**src/rtl/rns_pkg.sv**
```systemverilog
// rns_pkg: shared constants and types for the {256, 129} RNS datapath.
//   Moduli, the inverse of 256 mod 129, dynamic range, number of modular
//   doublings used to multiply by that inverse, residue field slice
//   positions within a 16-bit RNS word, and the reverse-converter state enum.
package rns_pkg;

  localparam int unsigned RNS_M_HI           = 256;
  localparam int unsigned RNS_M_LO           = 129;
  localparam int unsigned RNS_INV_HI_MOD_LO  = 64;     // 256*64 = 1 mod 129
  localparam int unsigned RNS_DYN_RANGE      = 33024;  // 256*129
  localparam int unsigned RNS_DBL_STEPS      = 6;      // 64 = 2^6

  // Residue field positions within an RNS word: {r256, r129}
  localparam int unsigned RNS_HI_MSB = 15;
  localparam int unsigned RNS_HI_LSB = 8;
  localparam int unsigned RNS_LO_MSB = 7;
  localparam int unsigned RNS_LO_LSB = 0;

  typedef enum logic [1:0] {
    IDLE,
    DIFF,
    DBL,
    OUT
  } rns_state_e;

endpackage

```
**src/rtl/rns_to_bin_conv_if.sv**
```systemverilog
// rns_to_bin_conv_if: valid/ready bundle for the RNS-to-binary converter.
//   in_valid/in_ready/rns_in : RNS word input side ({r256, r129})
//   out_valid/out_ready/bin_out/err : converted integer output side
//   slave  modport : the converter
//   master modport : producer/consumer driving the converter
interface rns_to_bin_conv_if #(
  parameter int unsigned RES_W = 8,
  parameter int unsigned OUT_W = 16
);

  logic                 in_valid;
  logic                 in_ready;
  logic [2*RES_W-1:0]   rns_in;
  logic                 out_valid;
  logic                 out_ready;
  logic [OUT_W-1:0]     bin_out;
  logic                 err;

  modport slave (
    input  in_valid, rns_in, out_ready,
    output in_ready, out_valid, bin_out, err
  );

  modport master (
    output in_valid, rns_in, out_ready,
    input  in_ready, out_valid, bin_out, err
  );

endinterface

```
**src/rtl/rns_mod129_step.sv**
```systemverilog
// rns_mod129_step: one combinational modular step modulo 129.
//   x   [8:0] : operand (< 129 when dbl = 1, <= 255 when dbl = 0)
//   dbl       : 1 -> y = (2*x) mod 129, 0 -> y = x reduced by one subtract
//   y   [7:0] : result in [0, 128]
module rns_mod129_step
  import rns_pkg::*;
(
  input  logic [8:0] x,
  input  logic       dbl,
  output logic [7:0] y
);

  localparam logic [8:0] M_LO = 9'(RNS_M_LO);

  logic [8:0] t;
  logic [8:0] s;

  always_comb begin
    t = dbl ? {x[7:0], 1'b0} : x;
    s = t - M_LO;
    y = (t >= M_LO) ? s[7:0] : t[7:0];
  end

endmodule

```
**src/rtl/rns_to_bin_conv.sv**
```systemverilog
// rns_to_bin_conv: multi-cycle reverse converter {r256, r129} -> X in [0, 33023]
// using mixed-radix conversion: X = r256 + 256*d,
//   d = ((r129 - r256 mod 129) * 64) mod 129, with *64 as six modular doublings.
// Ports:
//   clk   : rising-edge clock
//   reset : synchronous active-high reset
//   bus   : rns_to_bin_conv_if.slave (in_valid/in_ready/rns_in,
//           out_valid/out_ready/bin_out/err)
// Latency: accept edge E0, out_valid rises at E8; one word in flight.
// Optional: `define RNS2BIN_RANGE_CHECK_EN flags r129 >= 129 as illegal
// (bin_out = 0, err = 1); otherwise r129 is reduced silently and err = 0.
module rns_to_bin_conv
  import rns_pkg::*;
#(
  parameter int unsigned RES_W = 8,
  parameter int unsigned OUT_W = 16
) (
  input  logic                  clk,
  input  logic                  reset,
  rns_to_bin_conv_if.slave      bus
);

  rns_state_e        state;
  logic [RES_W-1:0]  r256_q;
  logic [RES_W-1:0]  r129_q;
  logic [RES_W-1:0]  d_q;
  logic [2:0]        cnt;
  logic              in_ready_q;
  logic              out_valid_q;
  logic [OUT_W-1:0]  bin_out_q;

  logic [7:0]        r256_red;
  logic [7:0]        r129_red;
  logic [7:0]        d_next;
  logic [7:0]        diff;

  rns_mod129_step u_red_hi (.x({1'b0, r256_q}), .dbl(1'b0), .y(r256_red));
  rns_mod129_step u_red_lo (.x({1'b0, r129_q}), .dbl(1'b0), .y(r129_red));
  rns_mod129_step u_dbl    (.x({1'b0, d_q}),    .dbl(1'b1), .y(d_next));

  // Both operands are in [0,128]; when negative, 8-bit wraparound of
  // a + 129 - b still lands in [1,128], so no wider intermediate is needed.
  always_comb begin
    diff = '0;
    if (r129_red >= r256_red)
      diff = r129_red - r256_red;
    else
      diff = r129_red + 8'(RNS_M_LO) - r256_red;
  end

`ifdef RNS2BIN_RANGE_CHECK_EN
  logic rng_err_q;
  logic err_q;
`endif

  always_ff @(posedge clk) begin
    if (reset) begin
      state       <= IDLE;
      in_ready_q  <= 1'b1;
      out_valid_q <= 1'b0;
      bin_out_q   <= '0;
      r256_q      <= '0;
      r129_q      <= '0;
      d_q         <= '0;
      cnt         <= '0;
`ifdef RNS2BIN_RANGE_CHECK_EN
      rng_err_q   <= 1'b0;
      err_q       <= 1'b0;
`endif
    end else begin
      case (state)
        IDLE: begin
          if (bus.in_valid && in_ready_q) begin
            r256_q     <= bus.rns_in[RNS_HI_MSB:RNS_HI_LSB];
            r129_q     <= bus.rns_in[RNS_LO_MSB:RNS_LO_LSB];
`ifdef RNS2BIN_RANGE_CHECK_EN
            rng_err_q  <= (bus.rns_in[RNS_LO_MSB:RNS_LO_LSB] >= 8'(RNS_M_LO));
`endif
            in_ready_q <= 1'b0;
            state      <= DIFF;
          end
        end
        DIFF: begin
          d_q   <= diff;
          cnt   <= '0;
          state <= DBL;
        end
        DBL: begin
          d_q <= d_next;
          cnt <= cnt + 3'd1;
          if (cnt == 3'(RNS_DBL_STEPS - 1))
            state <= OUT;
        end
        OUT: begin
          if (!out_valid_q) begin
            out_valid_q <= 1'b1;
`ifdef RNS2BIN_RANGE_CHECK_EN
            bin_out_q   <= rng_err_q ? '0 : OUT_W'({d_q, r256_q});
            err_q       <= rng_err_q;
`else
            bin_out_q   <= OUT_W'({d_q, r256_q});
`endif
          end else if (bus.out_ready) begin
            out_valid_q <= 1'b0;
            in_ready_q  <= 1'b1;
            state       <= IDLE;
          end
        end
        default: state <= IDLE;
      endcase
    end
  end

  assign bus.in_ready  = in_ready_q;
  assign bus.out_valid = out_valid_q;
  assign bus.bin_out   = bin_out_q;
`ifdef RNS2BIN_RANGE_CHECK_EN
  assign bus.err       = err_q;
`else
  assign bus.err       = 1'b0;
`endif

endmodule

```
**src/flat_wrapper.sv**
```systemverilog
// flat-port wrapper written by rule: the top's interface ports become plain ports
module rns_to_bin_conv_flat import rns_pkg::*;
#(
  parameter int unsigned RES_W = 8,
  parameter int unsigned OUT_W = 16
)
  (clk, reset, bus_in_valid, bus_rns_in, bus_out_ready, bus_in_ready, bus_out_valid, bus_bin_out, bus_err);
  rns_to_bin_conv_if #(.RES_W(RES_W), .OUT_W(OUT_W)) bus_i ();
  input  logic clk;
  input  logic reset;
  input wire logic [$bits(bus_i.in_valid)-1:0] bus_in_valid;
  input wire logic [$bits(bus_i.rns_in)-1:0] bus_rns_in;
  input wire logic [$bits(bus_i.out_ready)-1:0] bus_out_ready;
  output wire logic [$bits(bus_i.in_ready)-1:0] bus_in_ready;
  output wire logic [$bits(bus_i.out_valid)-1:0] bus_out_valid;
  output wire logic [$bits(bus_i.bin_out)-1:0] bus_bin_out;
  output wire logic [$bits(bus_i.err)-1:0] bus_err;
  assign bus_i.in_valid = bus_in_valid;
  assign bus_i.rns_in = bus_rns_in;
  assign bus_i.out_ready = bus_out_ready;
  assign bus_in_ready = bus_i.in_ready;
  assign bus_out_valid = bus_i.out_valid;
  assign bus_bin_out = bus_i.bin_out;
  assign bus_err = bus_i.err;
  rns_to_bin_conv #(.RES_W(RES_W), .OUT_W(OUT_W)) u_core (.clk(clk), .reset(reset), .bus(bus_i));
endmodule
```
**config.mk**
```make
export PLATFORM = sky130hd
export DESIGN_NAME = rns_to_bin_conv_flat
export DESIGN_NICKNAME = d
export VERILOG_FILES = /design/src/rtl/rns_pkg.sv /design/src/rtl/rns_to_bin_conv_if.sv /design/src/rtl/rns_mod129_step.sv /design/src/rtl/rns_to_bin_conv.sv /design/src/flat_wrapper.sv
export SDC_FILE = /design/constraint.sdc
export NUM_CORES = 1
export LEC_CHECK = 0
export ABC_AREA = 1
export BUFFER_PORTS_ARGS = -buffer_cell sky130_fd_sc_hd__buf_2
export CAP_MARGIN = 10
export CORE_MARGIN = 3
export CORE_UTILIZATION = 46
export DETAILED_ROUTE_END_ITERATION = 6
export GPL_TIMING_DRIVEN = 0
export SYNTH_ARGS = -nofsm -noshare
export SYNTH_HDL_FRONTEND = slang
export SYNTH_HIERARCHICAL = 1
export SYNTH_SLANG_ARGS = --single-unit
export TNS_END_PERCENT = 50
```
**constraint.sdc**
```tcl
create_clock -name clk -period 3.3 [get_ports clk]
set_clock_uncertainty 0.15 [all_clocks]
set_input_delay 0.165 -clock clk [delete_from_list [all_inputs] [get_ports clk]]
set_output_delay 0.165 -clock clk [all_outputs]
set_load 0.02 [all_outputs]
```
==> impl_metrics.toml, run 1 <==
[timing]
timing.fmax_mhz = 317.0
hold_viol = 0
fin_crit_sh = 0.9560
period_minus_slack_ps = 3155
worst_slew_pin_slew_ps = 543.3
worst_hold_slack_ps = 17.45
tns_ps = 0
final-setup-viol-count = 0
slew_headroom = 0.6378
rsz0062_at_grt = "true"
finalMaxSlewViolations = 0
layout_setup_ws_ps = 145.0

[synth]
ys_seq_elements = 47
yosysSeqAreaShare = 0.2134
yosys-top-cells-area = "dfxtp_1 21%, nand2_1 14%, inv_1 10%"
synthFlopType = "dfxtp_1"
syn_area_per_cell_um2 = 6.503
synth.distinct_cells = 38
synthArstFlopShare = 0
synth.top_cell.area_share = 0.2134
synth_edf_count = 0
synth_area_um2 = 4409
synth_warnings = 6
synth_top_area_cell = "dfxtp_1"
syn_inst = 678

[finish]
n_antenna_cell = 0
final_common_cell = "nand2_1"
syn_to_final_growth_pct = 18.93
fillers = 940
final_cell_mix = "154 x nand2_1, 116 x inv_1, 48 x nand3_1, 45 x nand2_2, 45 x a21oi_1"
nets = 816
drive_gt1_frac = 0.2608
utilization = 0.5648

[min_path]
hold_path_class = "input port to register"

[floorplan]
initial_core_util = 0.4749
dieArea_um2 = 10800
io_pins = 39
rows = 35
die_x_um = 103.9
core_um2 = 9284
fp.dieH_um = 103.9

[pwr]
total_leakage_power_nw = 2.644
cellPowerDensity_nw_per_um2 = 939.8
max-vdd-ir-drop_mv = 0.3724

[route]
vias = 4254
wl_um = 10710
ant_nets = 0
wl_per_cell_um = 12.00
drc = 0
viasPerCell = 4.769
drt-initial-drc-count = 144
drt-pass1-iter-count = 4

[flow_run]
max_cap_viol_count = 0

[worst_setup_path]
cp-start-kind = "register"
critPathKind = "register to register"
end_kind = "register"
critPathArrivalTime_ps = 3170
crit_required_ps = 3310
cp_max_fo = 7

[clock_tree]
clkLatencyLatePin_ps = 300
path_clk_slew_ps = 80
root_buffer = "clkbuf_8"
cts_buffers = 5
htree_levels = 2
clockBufferDepth = 2
cts_tree = "built"
clock_sinks = 47

[global_route]
antenna_found_initial = 0
grt.total_usage = 0.1936
grt_pass1_wl_um = 17770
grt_pass1_vias = 3900
overflow = 0
grt_max_degree = 15

[placement]
port_buffers = 37
preCtsSetupSlack_ps = -72.45
place_congestion = 0.8562
dp_hpwl_um = 8610

[outcome]
status = "completed"
## per-layer routing
| layer | GRT usage | wire [µm] | vias to the layer above |
|---|---|---|---|
| met5 | 0 | 0 | - |
| met4 | 0.02659 | 68 | 0 |
| met3 | 0.02359 | 289 | 6 |
| met2 | 0.3547 | 5527 | 59 |
| met1 | 0.2487 | 4821 | 1933 |
| li1 | - | - | 2256 |
## Yosys cell counts, drive strengths merged (2+ instances only)
library cell  number
a21oi             51
a22o               4
buf                5
clkbuf            10
conb               2
dfxtp             47
fa                 6
ha                27
inv              130
nand2            215
nand3             59
nand3b             3
nand4              2
nor2              46
nor3               3
o211ai             2
o21ai             44
xnor2              4
xor2              11
## timing repair
item / in CTS / in global routing
gates resized for setup: 2 / 49
pin swaps: 3 / 19
endpoints found under the setup margin: 5 / 8
gates cloned: 0 / 1
endpoints found under the hold margin: 5 / 0
setup buffers: 0 / 13
hold buffers: 4 / 0
## flip-flops by register name (all words and copies together) (netlist names)
signal and cells:
u_core/bus.bin_out 16, u_core/d_q 8, u_core/r129_q 8, u_core/r256_q 8
u_core/cnt 3, u_core/state 2, u_core/bus.in_ready 1, u_core/bus.out_valid 1
## per-stage QoR
| step | power (mW) | cells | instance area [µm²] |
|---|---|---|---|
| after CTS | 4.551 | 878 | 4976 |
| after detailed placement | 4.161 | 867 | 4842 |
| after floorplan | 3.428 | 701 | 4496 |
| final | 4.928 | 892 | 5244 |
| after global routing | 5.493 | 892 | 5244 |
| after global placement | 4.101 | 867 | 4842 |
## cell type report
type                            instances  area [µm²]  share of cell area
Multi-Input combinational cell        508        3113              0.5937
Sequential cell                        47       953.4              0.1818
Inverter                              131       501.7             0.09568
Timing Repair Buffer                   55       331.6             0.06323
Tap cell                              129       161.4             0.03078
Buffer                                 15       91.34             0.01742
Clock buffer                            6       82.58             0.01575
Clock inverter                          1       8.758            0.001670
## critical path, cell delays in order, from the launching register on
cell and delay [ps]:
dfxtp_4 370, inv_4 50, nor2_4 110, ha_1 180, nand3_2 90, nor2_4 120, a21oi_4 110, nand2_4 120
buf_4 110, nand2_1 40, nand2_1 140, inv_1 70, ha_1 220, fa_1 370, nor2_1 160, nand3_2 120
inv_1 180, nand3_1 150, nand3_2 110, a21oi_1 60
## power by group
part	internal (mW)	leakage, nW	total (mW)	switching (mW)
logic	1.41	2.21	3.72	2.31
registers	0.732	0.388	0.846	0.114
clock network	0.169	0.0477	0.363	0.194
total	2.31	2.64	4.93	2.62
## logic make-up after synthesis
| family | Yosys count | share of synthesized area |
|---|---|---|
| xor+xnor | 15 | 0.03150 |
| compound gates | 105 | 0.1413 |
| flops | 47 | 0.2134 |
| buf+inv | 146 | 0.1339 |
| fa+ha+maj | 33 | 0.1039 |
| other cells | 2 | 0.001703 |
| simple gates | 330 | 0.3743 |
## final timing paths
| path | startpoint | end | slack [ps] | cells past startpoint |
|---|---|---|---|---|
| max | u_core/r256_q[0] | u_core/d_q[5] | 150 | 19 |
| min | bus_rns_in[0] | u_core/r129_q[0] | 20 | 3 |
| max reg2reg | u_core/r256_q[0] | u_core/d_q[5] | 150 | 19 |
| min reg2reg | u_core/r129_q[7] | u_core/r129_q[7] | 310 | 2 |
No activity file was read; power rests on OpenSTA's default activity.
==> run 2, diff against run 1 <==
- ABC_AREA: 1 -> default
==> run 2 against run 1 <==
The flow now finishes with violations (negative setup slack). Synthesized area is 11% lower. Via count is 14% lower. Combinational power is 12% lower. Critical path depth is 3 lower. First-iteration DRC count is 28% lower. Clock-buffer cell count is 1 lower. Setup slack worse by 520 ps. Synthesized cell count is 26% lower. Critical path type unchanged.
==> impl_metrics.toml, run 2 <==
[synth]
synthArstFlopShare = 0
synth_area_um2 = 3919
yosysSeqAreaShare = 0.2401
syn_inst = 505
synth.top_cell.area_share = 0.2401
syn_area_per_cell_um2 = 7.760
synth_warnings = 6
ys_seq_elements = 47
synthFlopType = "dfxtp_1"
synth.distinct_cells = 63
yosys-top-cells-area = "dfxtp_1 24%, nand2_1 10%, ha_1 8.6%"
synth_edf_count = 0
synth_common_cells = "108 x nand2_1, 54 x a21oi_1, 47 x dfxtp_1, 29 x inv_1, 27 x ha_1"
synth_top_area_cell = "dfxtp_1"
yosysMostFrequentCell = "nand2_1"

[timing]
slew_headroom = 0.5713
worst_slew_pin_slew_ps = 643.0
layout_setup_ws_ps = -372.5
rsz0062_at_grt = "true"
timing.fmax_mhz = 272.3
hold_viol = 0
final-setup-viol-count = 8
finalMaxSlewViolations = 0
fin_crit_sh = 1.113
period_minus_slack_ps = 3672
worst_hold_slack_ps = 31.87

[floorplan]
initial_core_util = 0.4745
core_um2 = 8258
fp.dieH_um = 98.30
io_pins = 39
die_x_um = 98.30
rows = 33
dieArea_um2 = 9663

[finish]
fin_cells = 717
syn_to_final_growth_pct = 27.30
nets = 665
drive_gt1_frac = 0.2435
final_cell_mix = "107 x nand2_1, 52 x a21oi_1, 40 x dfxtp_1, 38 x buf_2"
largest_reg_flops = 16
utilization = 0.6041
n_antenna_cell = 0
final_common_cell = "nand2_1"

[outcome]
status = "finished with violations"
violations = "negative setup slack"

[pwr]
total_leakage_power_nw = 2.108
power_mw = 4.479
cellPowerDensity_nw_per_um2 = 897.8
max-vdd-ir-drop_mv = 0.4450

[route]
viasPerCell = 5.116
ant_nets = 0
drt-pass1-iter-count = 4
wl_per_cell_um = 14.00
wl_um = 10040
vias = 3668
drt-initial-drc-count = 104
drc = 0

[worst_setup_path]
cp-start-kind = "register"
critPathSlowestCell = "dfxtp_4"
r2r_end = "u_core/d_q[7]"
critPathArrivalTime_ps = 3760
end_kind = "register"
critical-path-max-stage-delay_ps = 350
path_buf_inv = 2
cp_max_fo = 3
crit_chain = "a211o_1 > a211oi_4 > a21oi_4 > nor2_4 > mux2i_4 > inv_2 > ha_4 > inv_2 > ha_4 > fa_2 > nor2b_4 > o211ai_1 > a211oi_2 > or3_1 > a21bo_1 > a21oi_2"
critPathKind = "register to register"
r2r_slack_ps = -370
cp_top_family = "compound AO/OA/AOI/OAI gates"
reg2reg_depth = 16
crit_required_ps = 3390
reg2reg_from = "u_core/r256_q[4]"

[global_route]
antenna_found_initial = 0
grt_pass1_wl_um = 16870
grt_pass1_vias = 3545
grt_max_degree = 15
grt.total_usage = 0.2106
overflow = 0

[min_path]
min_to = "u_core/bus.out_valid"
hold_path_class = "input port to register"
hp-start = "bus_out_ready"
min_path_cells = 4

[clock_tree]
cts_tree = "built"
clkLatencyLatePin_ps = 300
path_clk_slew_ps = 90
clockBufferDepth = 2
htree_levels = 2
root_buffer = "clkbuf_8"
cts_buffers = 5
clock_sinks = 47

[placement]
place_congestion = 0.8207
dp_cells = 670
port_buffers = 37
dp_hpwl_um = 7589

[flow_run]
max_cap_viol_count = 0
run 2: cell count changes in the layout (fill, tap and decap cells not counted), sizes merged, moves of 10 or more:
| cell | previous run | this run |
|---|---|---|
| nand2b | 0 | 13 |
| nand2 | 215 | 108 |
| nor2 | 46 | 28 |
| o21ai | 44 | 20 |
| nand3 | 59 | 9 |
| inv | 131 | 33 |
| nor2b | 0 | 11 |
| xnor2 | 4 | 14 |
| mux2i | 0 | 14 |
| dlygate4sd3 | 4 | 16 |
| buf | 56 | 71 |
run 2: stage by stage:
stage          setup TNS [ps]  instance area (µm²)  setup WS (ps)
2_1_floorplan          -414.2                 4054         -199.9
3_3_place_gp            -3796                 4370         -651.3
3_5_place_dp            -4110                 4370         -667.4
4_1_cts                 -2339                 4877         -377.8
5_1_grt                 -3493                 4989         -517.9
6_report                -2171                 4989         -372.5
run 2: worst register-to-register path, stage by stage (launching register included):
cell	delay, ps
dfxtp_4	350
a211o_1	290
a211oi_4	240
a21oi_4	110
nor2_4	160
mux2i_4	290
inv_2	90
ha_4	280
inv_2	40
ha_4	150
fa_2	340
nor2b_4	130
o211ai_1	240
a211oi_2	110
or3_1	310
a21bo_1	200
a21oi_2	120
run 2: layer usage:
layer / track usage / part of all wire / vias up
li1: - / - / 1896
met1: 0.2815 / 0.48 / 1721
met2: 0.3625 / 0.48 / 42
met3: 0.02643 / 0.019 / 9
met4: 0.04832 / 0.012 / 0
met5: 0 / 0 / -
run 2: repair_timing:
action / CTS / global route
buffers inserted: 18 / 6
hold buffers: 16 / 0
resized for setup: 28 / 13
endpoints found under the setup margin: 8 / 8
pin swaps: 20 / 8
hold endpoints to repair: 16 / 0
run 2: how the worst max path moves through the flow:
stage | from | end | slack [ps] | depth (start not counted)
after floorplan | u_core/r256_q[3] | u_core/d_q[7] | -200 | 16
after global placement | u_core/r256_q[3] | u_core/d_q[1] | -650 | 14
after detailed placement | u_core/r256_q[3] | u_core/d_q[1] | -670 | 14
after CTS | u_core/r256_q[4] | u_core/d_q[7] | -380 | 16
after global routing | u_core/r256_q[4] | u_core/d_q[7] | -520 | 16
final | u_core/r256_q[4] | u_core/d_q[7] | -370 | 16
run 2: report_power, final:
| part | internal [mW] | leakage [nW] | switching (mW) |
|---|---|---|---|
| logic | 1.54 | 1.67 | 1.73 |
| clock network | 0.222 | 0.0502 | 0.198 |
| registers | 0.653 | 0.387 | 0.131 |
run 2: cell families after synthesis:
group / count (synthesis) / synth area share
AO/OA/AOI/OAI: 129 / 0.2500
XOR/XNOR: 28 / 0.06258
adder cells (fa/ha/maj): 33 / 0.1169
buffers and inverters: 56 / 0.06354
flip-flops: 47 / 0.2401
multiplexers: 16 / 0.04151
other: 2 / 0.001916
AND/OR/NAND/NOR: 194 / 0.2235
run 2: cell type report:
class                      instances  area, µm²
sequential                        47      962.2
timing repair buffer              77      529.3
inverter                          33      123.9
fill                             781       3269
clock buffer                       5      68.82
clock inverter                     2      37.54
multi-input combinational        425       3010
tap                              105      131.4
buffer                            23      125.1
